==> src/rtl/onehot_dec_pkg.sv <==
// onehot_dec_pkg: shared state encoding and one-hot helper for the pulse decoder
package onehot_dec_pkg;
  localparam int MAX_CODE_W = 8;
  typedef enum logic [1:0] {IDLE, HOLD, GAP} state_t;
  function automatic logic [2**MAX_CODE_W-1:0] onehot(input logic [MAX_CODE_W-1:0] code);
    onehot = '0;
    onehot[code] = 1'b1;
  endfunction
endpackage

==> src/rtl/onehot_dec_slot.sv <==
// onehot_dec_slot: one-entry pending code buffer with registered ready
module onehot_dec_slot #(
  parameter int CODE_W = 3
) (
  input  logic              clk,
  input  logic              rst_n,
  input  logic              push,
  input  logic              pop,
  input  logic [CODE_W-1:0] push_code,
  output logic [CODE_W-1:0] code,
  output logic              vld,
  output logic              rdy
);
  logic vld_nxt;
  assign vld_nxt = push || (vld && !pop);
  always_ff @(posedge clk) begin
    if (!rst_n) begin
      vld  <= 1'b0;
      rdy  <= 1'b0;
      code <= '0;
    end else begin
      vld <= vld_nxt;
      rdy <= !vld_nxt;
      if (push) code <= push_code;
    end
  end
endmodule

==> src/rtl/onehot_pulse_decoder.sv <==
// onehot_pulse_decoder: code-to-one-hot pulse generator with hold/gap timing; ONEHOT_DEC_HITCNT_EN adds hit_count/cnt_clr
module onehot_pulse_decoder
  import onehot_dec_pkg::*;
#(
  parameter int CODE_W   = 3,
  parameter int HOLD_CYC = 4,
  parameter int GAP_CYC  = 1,
  parameter int CNT_W    = 8
) (
  input  logic                 clk,
  input  logic                 rst_n,
  input  logic                 in_valid,
  output logic                 in_ready,
  input  logic [CODE_W-1:0]    in_code,
  output logic [2**CODE_W-1:0] out_line,
  output logic                 out_busy
`ifdef ONEHOT_DEC_HITCNT_EN
  ,
  output logic [CNT_W-1:0]     hit_count,
  input  logic                 cnt_clr
`endif
);
  localparam int LINES = 2**CODE_W;
  localparam int MX    = HOLD_CYC > GAP_CYC ? HOLD_CYC : GAP_CYC;
  localparam int CW    = $clog2(MX) + 1;
  localparam int GL    = GAP_CYC > 0 ? GAP_CYC - 1 : 0;
  state_t            state;
  logic [CW-1:0]     cnt;
  logic              acc, start, push, pop, hold_end, gap_end, pend_vld;
  logic [CODE_W-1:0] pend_code, code_sel;
  assign acc      = in_valid && in_ready;
  assign hold_end = state == HOLD && cnt == '0;
  assign gap_end  = state == GAP && cnt == '0;
  assign pop      = pend_vld && (state == IDLE || gap_end || (hold_end && GAP_CYC == 0));
  assign start    = pop || (acc && state == IDLE);
  assign push     = acc && state != IDLE;
  assign code_sel = pop ? pend_code : in_code;
  assign out_busy = state != IDLE || pend_vld;
  onehot_dec_slot #(.CODE_W(CODE_W)) u_slot (
    .clk       (clk),
    .rst_n     (rst_n),
    .push      (push),
    .pop       (pop),
    .push_code (in_code),
    .code      (pend_code),
    .vld       (pend_vld),
    .rdy       (in_ready)
  );
  always_ff @(posedge clk) begin
    if (!rst_n) begin
      state    <= IDLE;
      cnt      <= '0;
      out_line <= '0;
    end else if (start) begin
      state    <= HOLD;
      cnt      <= CW'(HOLD_CYC - 1);
      out_line <= LINES'(onehot(MAX_CODE_W'(code_sel)));
    end else if (hold_end) begin
      state    <= GAP_CYC == 0 ? IDLE : GAP;
      cnt      <= CW'(GL);
      out_line <= '0;
    end else if (gap_end) begin
      state <= IDLE;
      cnt   <= '0;
    end else if (state != IDLE) begin
      cnt <= cnt - CW'(1);
    end
  end
`ifdef ONEHOT_DEC_HITCNT_EN
  always_ff @(posedge clk) begin
    if (!rst_n || cnt_clr) hit_count <= '0;
    else if (acc && hit_count != '1) hit_count <= hit_count + CNT_W'(1);
  end
`else
  localparam int unused_cnt_w = CNT_W;
`endif
endmodule

==> config.mk <==
export PLATFORM = sky130hd
export DESIGN_NAME = onehot_pulse_decoder
export DESIGN_NICKNAME = d
export VERILOG_FILES = /design/src/rtl/onehot_dec_pkg.sv /design/src/rtl/onehot_dec_slot.sv /design/src/rtl/onehot_pulse_decoder.sv
export SDC_FILE = /design/constraint.sdc
export NUM_CORES = 1
export LEC_CHECK = 0
export ABC_CLOCK_PERIOD_IN_PS = 4100
export CAP_MARGIN = 10
export CORE_UTILIZATION = 45
export CTS_BUF_LIST = sky130_fd_sc_hd__clkbuf_8
export DETAILED_ROUTE_END_ITERATION = 12
export GPL_ROUTABILITY_DRIVEN = 0
export PLACE_DENSITY = 0.69
export SLEW_MARGIN = 40
export SYNTH_ARGS = -nofsm -noshare
export SYNTH_HDL_FRONTEND = slang
export SYNTH_SLANG_ARGS = --single-unit
==> constraint.sdc <==
create_clock -name clk -period 4.1 [get_ports clk]
set_input_delay 1.23 -clock clk [delete_from_list [all_inputs] [get_ports clk]]
set_output_delay 1.23 -clock clk [all_outputs]
set_load 0.02 [all_outputs]
==> metrics <==
status=complete, no violations; Syn. warnings=0; Mean Syn Cell Area=between 9 and 10 um2; Post-synth EDFFs=0; Final ANT Viol Nets=0; Slew HR=around 70%; vias in the first global route=613; power per cell area=359 nW/um2; commonest non-fill, non-tap cells in the layout=dfxtp_1 (18), clkdlybuf4s50_1 (15), o2bb2ai_1 (8); fraction of the mapped netlist area in simple logic gates=slightly below 20%; top cells by area, synth=dfxtp_1 (40%), o2bb2ai_1 (7.8%), mux2i_1 (6.7%); H-tree depth=1; CTS resizes=0; Post-Synthesis Cells=95; Critical Path Fanout Max=12; vias per cell=5.32; All-Layer GR Usage=19.6%; setup tns final=0 ns; Die X=between 40 and 50 um; initial antenna violation count=0; area delta synth->final=22.1%; synthesized cell area=~900 um2; post-synth top area share=40.3%; Root Driver=clkbuf_8; core box area=approximately 1800 um2; CTS Buffer Depth=2; Cell Chain, Critical Path=or3_4 -> clkdlybuf4s50_1; hold depth=1; Max-Cap Viols=0; antenna cells=0; flop-to-flop setup slack=2.39 ns; final slew viol count=0; Syn Nets=103; Tcrit/Tclk final=a little under three quarters; via count=slightly above 700; Synth Area in Compound Gates=23.4%; area leader, netlist=dfxtp_1; Async S/R FF share, synth=0%; Synth Flop Type=dfxtp_1; hold_buf cts=0; Clk Latency, worst-skew pair=0.25 ns; Startpoint Class=register; final setup violation count=0; WHS Endpoint=out_line[7]$_SDFFE_PN0P_; site row count=15; IO buf count=15; setup bufs post-CTS=0; Reg-to-Reg Start=cnt[0]$_SDFFE_PN0P_; initial core utilization=49.6%; Seq/Total Area, Yosys=40.3%; CTS tree=yes; Fin. Hold Viols=0; CP peak stage delay=0.54 ns; Synth cell types=34; Crit Path Category=reg -> out; fin crit period=a little under 3 ns; adder-cell share of the synthesized area=3.92%; DP Worst Slack=1.31 ns; clock sinks=18; total wire length=1740 um; Fmax=between 300 and 400 MHz; Critical Path RT=2.87 ns; Iter 0 DRT Violations=12; RSZ-0062 raised after global routing=false; Max VDD drop=0.000285 V; largest net degree at the start of global routing=13; main combinational cell family by area after synthesis=compound AO/OA/AOI/OAI gates; R2R cell count=6; routed len/inst=13.0 um; hold_sp=out_line[7]$_SDFFE_PN0P_; Crit. End Element=output pin; IO Pins=16; measured slew at the worst slew-check pin=0.478 ns; critical path data arrival time=1.68 ns; hold crit path type=reg -> reg; Pleak=0.405 nW; Synth Area in XOR/XNOR=0%; Yosys reg bits=18; first-pass GRT wire length=2840 um; TritonCTS buffer count=3; ratio of cells with drive above 1 in the final layout=9.17%; die outline height=46.6 um; slowest CP cell=clkdlybuf4s50_1; most common cell after layout, fill and taps aside=dfxtp_1; GRT overflow=0; Final nets=119; CTS clock-pin slew for the worst setup and hold paths=approximately 0.07 ns; Residual DRC=0; Detail Placement HPWL=1310 um; Worst Skew=a little over 0.006 ns; die area=about 2200 um2; Worst R2R End=out_line[7]$_SDFFE_PN0P_; post-synthesis mux area share=7.98%; Pre-antenna DRT Iters=4; PnR worst setup slack=about 1.2 ns
-- cell type report --
class                   count  area, um2
well taps                  25       31.3
inverters                   5       18.8
repair buffers             15        150
fillers                   166        711
multi-input cells          68        489
clock buffers               3       41.3
flip-flops and latches     18        360
-- power by group --
group / internal [mW] / switching (mW)
Combinational: 0.0352 / 0.0435
Clock: 0.0652 / 0.0545
Sequential: 0.184 / 0.00958
-- flip-flops by register name (all words and copies together) (netlist names) --
name / flops
cnt: 3
out_line: 8
u_slot.vld: 1
state: 2
u_slot.code: 3
u_slot.rdy: 1
-- per-layer routing --
layer	global-route usage (%)	part of all wire [%]	wire length (um)
met4	8.82	1.2	20
met1	26.3	52	910
met2	26.9	40	696
met3	8.24	6.3	109
met5	0	0	0
-- through the flow --
step                power (mW)  utilization (%)  hold slack, ns  area (um2)  instances
floorplan                0.255                -           0.469         893         95
global placement         0.276             58.3           0.450        1050        131
detailed placement       0.276             58.3           0.450        1050        131
CTS                      0.398             60.6           0.475        1090        134
global route             0.419             60.6           0.485        1090        134
finish                   0.392             60.6           0.471        1090        134
-- cells in the mapped netlist (all sizes together) (2+ instances only) --
master   number
nand2b        3
buf           3
dfxtp        18
a211oi        2
and2          2
ha            2
o21ai         4
mux2i         6
a21o          2
nand2         5
o2bb2ai       8
inv           5
a21oi         7
nor3          2
o21a          2
nor2          7
nor2b         6
-- cell families after synthesis --
logic type,Yosys count
mux,7
compound gates,28
fa+ha+maj,3
simple gates,30
flops,18
buf+inv,9
-- worst max-delay path: cells and delay by family, from the launching register on --
kind | cells | cell delay [ns]
DFF | 1 | 0.45
buffers and inverters | 1 | 0.54
and+or+nand+nor | 1 | 0.44
-- worst max-delay path by stage --
stage | startpoint | end | cells after the start | slack [ns]
after CTS | state[1]$_SDFFE_PP0P_ | out_busy | 2 | 1.19
after detailed placement | in_valid | out_line[4]$_SDFFE_PN0P_ | 5 | 1.31
after floorplan | in_valid | out_line[1]$_SDFFE_PN0P_ | 5 | 1.91
after global routing | state[1]$_SDFFE_PP0P_ | out_busy | 2 | 1.09
after global placement | in_valid | out_line[0]$_SDFFE_PN0P_ | 5 | 1.35
final | state[1]$_SDFFE_PP0P_ | out_busy | 2 | 1.19
No activity file was read; power rests on OpenSTA's default activity.
